## src/rtl/hetic_pkg.sv

```systemverilog
// hetic_pkg: shared candidate type and width/stage helpers for the HETI arbiter
package hetic_pkg;
  function automatic int irq_width(int lines);
    return (lines > 1) ? $clog2(lines) : 1;
  endfunction
  function automatic int prio_width(int prios);
    return (prios > 1) ? $clog2(prios) : 1;
  endfunction
  function automatic int num_stages(int levels, int pipe_every);
    return (pipe_every == 0) ? 0 : (levels - 1) / pipe_every;
  endfunction
  function automatic bit is_stage(int k, int levels, int pipe_every);
    return pipe_every != 0 && k > 0 && k < levels && k % pipe_every == 0;
  endfunction
  localparam int DefIrqWidth = irq_width(64);
  localparam int DefPrioWidth = prio_width(32);
  typedef struct packed {
    logic                    valid;
    logic [DefIrqWidth-1:0]  id;
    logic [DefPrioWidth-1:0] prio;
    logic                    heti;
    logic                    nest;
  } irq_cand_t;
endpackage

```

## src/rtl/hetic_arbiter_if.sv

```systemverilog
// hetic_arbiter_if: per-line interrupt state in, core-facing request out
interface hetic_arbiter_if
  import hetic_pkg::*;
#(
  parameter int NrIrqLines = 64,
  parameter int NrIrqPrios = 32
);
  localparam int IrqWidth = irq_width(NrIrqLines);
  localparam int PrioWidth = prio_width(NrIrqPrios);
  logic [NrIrqLines-1:0]           ie_i;
  logic [NrIrqLines-1:0]           ip_i;
  logic [NrIrqLines*PrioWidth-1:0] prio_i;
  logic [NrIrqLines-1:0]           heti_i;
  logic [NrIrqLines-1:0]           nest_i;
  logic [PrioWidth-1:0]            threshold_i;
  logic                            irq_ack_i;
  logic                            irq_valid_o;
  logic [IrqWidth-1:0]             irq_id_o;
  logic [PrioWidth-1:0]            irq_level_o;
  logic                            irq_heti_o;
  logic                            irq_nest_o;
  modport master (
    output ie_i, ip_i, prio_i, heti_i, nest_i, threshold_i, irq_ack_i,
    input  irq_valid_o, irq_id_o, irq_level_o, irq_heti_o, irq_nest_o
  );
  modport slave (
    input  ie_i, ip_i, prio_i, heti_i, nest_i, threshold_i, irq_ack_i,
    output irq_valid_o, irq_id_o, irq_level_o, irq_heti_o, irq_nest_o
  );
endinterface

```

## src/rtl/hetic_arbiter_node.sv

```systemverilog
// hetic_arb_node: two-input priority compare, the left (lower id) input wins ties
module hetic_arb_node
  import hetic_pkg::*;
#(
  parameter type cand_t = irq_cand_t
) (
  input  cand_t a,
  input  cand_t b,
  output cand_t y
);
  assign y = (b.valid && (!a.valid || b.prio > a.prio)) ? b : (a.valid ? a : '0);
endmodule

```

## src/rtl/hetic_arbiter.sv

```systemverilog
// hetic_arbiter: pipelined priority tree driving the core interrupt request with post-claim blanking
module hetic_arbiter
  import hetic_pkg::*;
#(
  parameter int NrIrqLines = 64,
  parameter int NrIrqPrios = 32,
  parameter int PipeEvery  = 2
) (
  input logic            clk_i,
  input logic            rst_ni,
  hetic_arbiter_if.slave bus
);
  localparam int IrqWidth = irq_width(NrIrqLines);
  localparam int PrioWidth = prio_width(NrIrqPrios);
  localparam int Levels = IrqWidth;
  localparam int Stages = num_stages(Levels, PipeEvery);
  localparam int BlankWidth = $clog2(Stages + 3);
  localparam logic [BlankWidth-1:0] BlankLoad = BlankWidth'(Stages + 2);
  typedef struct packed {
    logic                 valid;
    logic [IrqWidth-1:0]  id;
    logic [PrioWidth-1:0] prio;
    logic                 heti;
    logic                 nest;
  } cand_t;
  for (genvar k = 0; k <= Levels; k++) begin : g_lvl
    localparam int W = NrIrqLines >> k;
    cand_t c [W];
    cand_t q [W];
    for (genvar n = 0; n < W; n++) begin : g_n
      if (k == 0) begin : g_leaf
        logic v;
        assign v = bus.ie_i[n] & bus.ip_i[n];
        assign c[n] = v ? cand_t'{valid: 1'b1, id: IrqWidth'(n),
                                  prio: bus.prio_i[n*PrioWidth +: PrioWidth],
                                  heti: bus.heti_i[n], nest: bus.nest_i[n]} : '0;
      end else begin : g_node
        hetic_arb_node #(.cand_t(cand_t)) u_node (
          .a(g_lvl[k-1].q[2*n]),
          .b(g_lvl[k-1].q[2*n+1]),
          .y(c[n])
        );
      end
    end
    if (is_stage(k, Levels, PipeEvery)) begin : g_stage
      always_ff @(posedge clk_i) begin
        if (!rst_ni) q <= '{default: '0};
        else q <= c;
      end
    end else begin : g_wire
      assign q = c;
    end
  end
  cand_t                 root;
  logic                  valid_q;
  logic [IrqWidth-1:0]   id_q;
  logic [PrioWidth-1:0]  prio_q;
  logic                  heti_q;
  logic                  nest_q;
  logic [BlankWidth-1:0] blank_cnt;
  assign root = g_lvl[Levels].q[0];
  // threshold and blanking act here so they bypass the tree latency
  always_ff @(posedge clk_i) begin
    if (!rst_ni) begin
      valid_q   <= 1'b0;
      id_q      <= '0;
      prio_q    <= '0;
      heti_q    <= 1'b0;
      nest_q    <= 1'b0;
      blank_cnt <= '0;
    end else begin
      valid_q   <= root.valid && root.prio > bus.threshold_i && blank_cnt == '0 && !bus.irq_ack_i;
      id_q      <= root.id;
      prio_q    <= root.prio;
      heti_q    <= root.heti;
      nest_q    <= root.nest;
      blank_cnt <= bus.irq_ack_i ? BlankLoad : blank_cnt - BlankWidth'(blank_cnt != '0);
    end
  end
  assign bus.irq_valid_o = valid_q;
  assign bus.irq_id_o    = id_q;
  assign bus.irq_level_o = prio_q;
  assign bus.irq_heti_o  = heti_q;
  assign bus.irq_nest_o  = nest_q;
endmodule

```

## src/flat_wrapper.sv

```systemverilog
// flat-port wrapper written by rule: the top's interface ports become plain ports
module hetic_arbiter_flat import hetic_pkg::*;
#(
  parameter int NrIrqLines = 64,
  parameter int NrIrqPrios = 32,
  parameter int PipeEvery  = 2
)
  (clk_i, rst_ni, bus_ie_i, bus_ip_i, bus_prio_i, bus_heti_i, bus_nest_i, bus_threshold_i, bus_irq_ack_i, bus_irq_valid_o, bus_irq_id_o, bus_irq_level_o, bus_irq_heti_o, bus_irq_nest_o);
  hetic_arbiter_if #(.NrIrqLines(NrIrqLines), .NrIrqPrios(NrIrqPrios)) bus_i ();
  input logic clk_i;
  input logic rst_ni;
  input wire logic [$bits(bus_i.ie_i)-1:0] bus_ie_i;
  input wire logic [$bits(bus_i.ip_i)-1:0] bus_ip_i;
  input wire logic [$bits(bus_i.prio_i)-1:0] bus_prio_i;
  input wire logic [$bits(bus_i.heti_i)-1:0] bus_heti_i;
  input wire logic [$bits(bus_i.nest_i)-1:0] bus_nest_i;
  input wire logic [$bits(bus_i.threshold_i)-1:0] bus_threshold_i;
  input wire logic [$bits(bus_i.irq_ack_i)-1:0] bus_irq_ack_i;
  output wire logic [$bits(bus_i.irq_valid_o)-1:0] bus_irq_valid_o;
  output wire logic [$bits(bus_i.irq_id_o)-1:0] bus_irq_id_o;
  output wire logic [$bits(bus_i.irq_level_o)-1:0] bus_irq_level_o;
  output wire logic [$bits(bus_i.irq_heti_o)-1:0] bus_irq_heti_o;
  output wire logic [$bits(bus_i.irq_nest_o)-1:0] bus_irq_nest_o;
  assign bus_i.ie_i = bus_ie_i;
  assign bus_i.ip_i = bus_ip_i;
  assign bus_i.prio_i = bus_prio_i;
  assign bus_i.heti_i = bus_heti_i;
  assign bus_i.nest_i = bus_nest_i;
  assign bus_i.threshold_i = bus_threshold_i;
  assign bus_i.irq_ack_i = bus_irq_ack_i;
  assign bus_irq_valid_o = bus_i.irq_valid_o;
  assign bus_irq_id_o = bus_i.irq_id_o;
  assign bus_irq_level_o = bus_i.irq_level_o;
  assign bus_irq_heti_o = bus_i.irq_heti_o;
  assign bus_irq_nest_o = bus_i.irq_nest_o;
  hetic_arbiter #(.NrIrqLines(NrIrqLines), .NrIrqPrios(NrIrqPrios), .PipeEvery(PipeEvery)) u_core (.clk_i(clk_i), .rst_ni(rst_ni), .bus(bus_i));
endmodule
```

## config.mk

```make
export PLATFORM = sky130hd
export DESIGN_NAME = hetic_arbiter_flat
export DESIGN_NICKNAME = d
export VERILOG_FILES = /design/src/rtl/hetic_pkg.sv /design/src/rtl/hetic_arbiter_if.sv /design/src/rtl/hetic_arbiter_node.sv /design/src/rtl/hetic_arbiter.sv /design/src/flat_wrapper.sv
export SDC_FILE = /design/constraint.sdc
export NUM_CORES = 1
export LEC_CHECK = 0
export BUFFER_PORTS_ARGS = -buffer_cell sky130_fd_sc_hd__buf_2
export CAP_MARGIN = 20
export CORE_ASPECT_RATIO = 1.25
export CORE_UTILIZATION = 54
export CTS_BUF_LIST = sky130_fd_sc_hd__clkbuf_2 sky130_fd_sc_hd__clkbuf_4 sky130_fd_sc_hd__clkbuf_8
export DETAILED_ROUTE_END_ITERATION = 12
export PLACE_DENSITY = 0.84
export SLEW_MARGIN = 25
export SYNTH_ARGS = -nofsm -noshare
export SYNTH_HDL_FRONTEND = slang
export SYNTH_HIERARCHICAL = 1
export SYNTH_SLANG_ARGS = --single-unit
```

## constraint.sdc

```tcl
create_clock -name clk_i -period 3.6 [get_ports clk_i]
set_input_delay 0.36 -clock clk_i [delete_from_list [all_inputs] [get_ports clk_i]]
set_output_delay 0.36 -clock clk_i [all_outputs]
set_load 0.1 [all_outputs]
```

### After elaboration in Yosys (flattened, before gate mapping)

Index checks and enable logic that the tools add are counted.

| cells by class | value |
|---|---|
| $lt $le $gt $ge | 64 |
| equal/unequal tests | 0 |
| bitwise logic cells | 65 |
| multipliers | 0 |
| muxes and demuxes | 191 |
| reduce and logical (&&, ||, !) cells | 196 |
| add/subtract/negate cells | 1 |
| shift-type cells | 0 |
| divide/modulo/power cells | 0 |

Operators by type and width:

| operator | number |
|---|---|
| $mux W14 | 190 |
| $gt A5 B5 Y1 | 64 |
| $logic_and A1 B1 Y1 | 66 |
| $and A1 B1 Y1 | 64 |
| $logic_not A1 Y1 | 64 |
| $logic_or A1 B1 Y1 | 63 |
| $logic_not A3 Y1 | 1 |
| $mux W3 | 1 |
| $reduce_bool A3 Y1 | 1 |
| $sub A3 B1 Y3 | 1 |
| $reduce_or A2 Y1 | 1 |
| $not A1 Y1 | 1 |

| word-level totals | value |
|---|---|
| logic and storage cells | 624 |
| latch bits | 0 |
| output and inout port bits | 14 |
| RAM bits | 0 |
| register bits after elaboration | 297 |
| ROM bits | 0 |
| bits of input ports | 584 |
| memories | 0 |

### Logic depth before layout (Yosys ltp)

| depth | value |
|---|---|
| depth after elaboration | 12 |
| gate-level depth with buffers | 18 |
| depth with buffers taken out | 17 |

### Modules after synthesis

The synthesis kept the hierarchy.

By module, submodules not included:

| module | area each (um2) | times used | seq. area each (um2) | cells each |
|---|---|---|---|---|
| hetic_arb_node (u_core.g_lvl[1].g_n[0].g_node.u_node ...) | 389.1 | 38 | 0.0 | 60 |
| hetic_arbiter | 11492.3 | 1 | 5945.7 | 1164 |
| hetic_arb_node (u_core.g_lvl[2].g_n[15].g_node.u_node ...) | 381.6 | 25 | 0.0 | 60 |

### Least setup slack after synthesis

Ideal clock, no wire load.

| timing | value |
|---|---|
| path type | flip-flop to flip-flop |
| start | register u_core/g_lvl[4].q[46] (netlist name) |
| end | register u_core.valid_q, in the netlist u_core/bus.irq_valid_o |
| slack | -78 ps |
| period minus slack after synthesis | 3678 ps |
| arrival time | 3555 ps |
| cell stages (with the launch flop) | 19 |
| library setup time | 123 ps |
| required time | 3477 ps |
| buffers on the path | 2 |
| path through | dfxtp_1 inv_1 ha_1 a21oi_1 o2111ai_1 o221ai_2 buf_6 mux2i_1 inv_1 ha_1 a21oi_1 o2111ai_1 o221ai_2 buf_6 mux2i_1 ha_1 a21oi_1 o221ai_1 nor4b_4 |

RTL lines:

| what | line | RTL |
|---|---|---|
| start, declared | hetic_arbiter.sv:29 | `cand_t q [W];` |
| start signal, assigned | hetic_arbiter.sv:47 | `if (!rst_ni) q <= '{default: '0};` |
| start signal, assigned | hetic_arbiter.sv:48 | `else q <= c;` |
| end signal, assigned | hetic_arbiter.sv:72 | `valid_q <= root.valid && root.prio > bus.threshold_i && blank_cnt == '0 && !bus.irq_ack_i;` |
| end, declared | hetic_arbiter.sv:55 | `logic valid_q;` |

==> flow_metrics.py <==
metrics = {
    "outcome": {
        "outcome": "finished clean",
    },
    "setup_path": {
        "critPathArrivalTime_ns": 4.12,
        "cp_slowest_cell": "dfxtp_2",
        "cp-start-kind": "flip-flop",
        "crit_start": "u_core/g_lvl[4].q[20]",
        "worst_path_largest_cell_delay_ns": 0.33,
        "ff2ff_path_depth": 18,
        "r2r_start": "u_core/g_lvl[4].q[20]",
        "r2r_end": "u_core/bus.irq_valid_o",
        "reg2reg_slack_ns": 0.005,
        "crit_required_ns": 4.12,
        "crit_top_cell": "o221ai_2",
        "critical_path_class": "reg -> reg",
        "end_kind": "flip-flop",
        "crit_path_end": "u_core/bus.irq_valid_o",
        "crit_chain": "inv_1 > ha_4 > nand2_1 > o2111ai_2 > o221ai_2 > buf_6 > buf_4 > mux2i_1 > inv_1 > ha_1 > nand2_1 > o221ai_2 > buf_6 > mux2i_2 > ha_1 > nand4_1 > o221ai_2 > nor4b_4",
        "path_max_fanout": 6,
    },
    "power": {
        "ir_worst_vdd_v": 0.000203,
        "p_leak_nw": 22.6,
        "total_power_mw": 9.99,
        "power_density_mw_per_mm2": 238,
    },
    "placement": {
        "port_buffers": 597,
        "dp_hpwl_microns": 77000,
        "gp_congestion": 0.956,
    },
    "global_route": {
        "grt_use_total_pct": 26.6,
        "grt_use_met3_pct": 3.05,
        "grt_use_met2_pct": 50.0,
        "gr-total-overflow": 0,
        "grt_max_degree": 136,
        "antenna_found_initial": 7,
        "busiest_layer": "met2",
        "grt_pass1_vias": 32700,
        "grt_pass1_wl_microns": 150000,
        "met1_usage_pct": 30.2,
    },
    "sta": {
        "achievable-frequency_mhz": 278,
        "hold_ws_ns": 0.347,
        "finalCritPeriodShare_pct": 99.9,
        "maxSlewHeadroom_pct": 48.1,
        "grt_setup_unrepaired": "yes",
        "clock_skew_ns": 0.0128,
        "worstMarginPinSlew_ns": 0.778,
        "tns_ns": 0,
        "hold_viol_final": 0,
        "setup_viol": 0,
        "drv_slew": 0,
        "period_minus_slack_ns": 3.59,
    },
    "drt": {
        "viasPerCell": 5.04,
        "wire_per_inst_microns": 13.9,
        "wirelength_microns": 93200,
        "drcViolationCount": 0,
        "vias": 33800,
        "drt_iter0_markers": 1544,
        "ant_nets": 0,
        "first_pass_iters": 5,
    },
    "finish": {
        "drive_gt1_share_pct": 17.4,
        "final_nets": 6708,
        "layout_commonest_cell": "inv_1",
        "most-common-layout-cells": "inv_1, nand2_1, mux2i_1",
        "area_growth_pct": 17.4,
        "fillCellCount": 5631,
    },
    "clock_tree": {
        "cts_tree": "done",
        "clock_latency_ns": 0.61,
        "htreeDepth": 2,
        "cts.sinks": 297,
        "cts_buffer_depth": 3,
        "numCtsBuffers": 51,
        "cts_root_buf": "clkbuf_8",
        "clk_pin_slew_ns": 0.06,
    },
    "die": {
        "rows": 105,
        "core_area_sq_mm": 0.0656,
        "dieArea_sq_mm": 0.0674,
        "die_y_microns": 290,
        "initial_core_util_pct": 54.6,
        "die_x_microns": 232,
        "boundaryPins": 598,
    },
    "synthesis": {
        "syn_avg_cell_area_sq_um": 7.25,
        "ys_warn_count": 6,
        "ys_ff_latch": 297,
        "netlist_area_sq_mm": 0.0358,
        "synth_cell_types": 27,
        "synth-seq-area-share_pct": 16.6,
        "syn_inst": 4944,
    },
    "hold_path": {
        "hp-class": "in -> reg",
    },
    "job": {
        "maxCapViolCount": 0,
    },
}
[layer usage]
| metal | vias up | share of wire [%] |
|---|---|---|
| li1 | 17400 | - |
| met1 | 15400 | 42 |
| met2 | 833 | 51 |
| met3 | 194 | 4.1 |
| met4 | 0 | 3.1 |
| met5 | - | 0 |
[power breakdown]
group          switching (mW)  internal, mW  total, mW
clock                    1.41          1.81       3.21
combinational            1.81          1.53       3.34
sequential             0.0567          3.39       3.44
total                    3.28          6.72       9.99
[cells in the mapped netlist]
library cell	number	share of area (%)
a21oi_2	38	0.93
nand3b_1	1	0.021
nor2_1	66	0.69
a21oi_1	27	0.38
nand2b_1	1	0.017
clkbuf_1	5	0.052
or3_4	1	0.031
buf_6	83	2.6
dfxtp_1	297	17
o221ai_2	63	2.6
ha_1	322	11
clkbuf_4	2	0.042
inv_1	1142	12
xor2_1	1	0.024
or2_1	63	1.1
nand4_1	64	1.1
and2_1	357	6.2
nor4b_4	1	0.066
o221ai_1	1	0.024
o21a_1	1	0.021
buf_2	30	0.42
and3_1	448	7.8
nand2_1	1009	11
dlygate4sd1_1	38	0.93
mux2i_1	819	23
o2111ai_1	63	1.5
conb_1	1	0.010
[cell type report]
| type | instances | area (sq um) | area share, % |
|---|---|---|---|
| multi-input combinational | 3538 | 25100 | 59.8 |
| sequential | 297 | 5960 | 14.2 |
| timing repair buffer | 772 | 4500 | 10.7 |
| inverter | 1142 | 4290 | 10.2 |
| tap | 856 | 1070 | 2.55 |
| clock buffer | 78 | 980 | 2.33 |
| clock inverter | 13 | 98.8 | 0.235 |
| antenna | 8 | 20.0 | 0.0476 |
[kinds of logic after synthesis]
kind of cell / synth area share [%]
compound gates: 5.53
xor+xnor: 0.0245
fa+ha+maj: 11.2
buf+inv: 16.0
flops: 16.6
mux: 22.9
other cells: 0.0105
simple gates: 27.7
[worst min path at each step]
stage                         from                      to  slack [ns]  depth (start not counted)
4_1_cts         bus_threshold_i[0]  u_core/bus.irq_valid_o        0.29                          5
6_report        bus_threshold_i[0]  u_core/bus.irq_valid_o        0.35                          5
3_3_place_gp   u_core/blank_cnt[0]     u_core/blank_cnt[0]        0.54                          3
3_5_place_dp   u_core/blank_cnt[0]  u_core/bus.irq_valid_o        0.55                          2
5_1_grt         bus_threshold_i[0]  u_core/bus.irq_valid_o        0.36                          5
2_1_floorplan        bus_irq_ack_i     u_core/blank_cnt[2]        0.48                          1
[stage by stage]
step	area, sq um	setup slack (ns)	std cells	util [%]
6_report	42000	0.00518	6704	64.1
5_1_grt	42000	-0.268	6703	64.1
4_1_cts	41900	-0.0129	6692	63.9
3_5_place_dp	40500	-0.169	6591	61.8
3_3_place_gp	40500	0.0190	6591	61.8
2_1_floorplan	36500	-0.0777	5135	-
[state kept, by name, indices dropped and copies added, names as in the netlist]
name and flops:
u_core/bus.irq_heti_o 1, u_core/blank_cnt 3, u_core/bus.irq_id_o 6, u_core/bus.irq_level_o 5
u_core/bus.irq_nest_o 1, u_core/bus.irq_valid_o 1, u_core/g_lvl.q 280
[what timing repair did]
item / in CTS / in global routing
hold buffers: 1 / 0
endpoints found under the setup margin: 1 / 10
setup buffers: 9 / 4
endpoints found under the hold margin: 1 / 0
resized for setup: 33 / 28
pin swaps: 16 / 22
[worst max-delay path, delay by kind of cell, from the launching register on]
kind	cells	cell delay, ns
fa+ha+maj	3	0.73
mux	2	0.44
compound gates	4	0.83
flops	1	0.33
buf+inv	5	0.64
simple gates	4	0.55
Power figures use the tool's default switching activity.
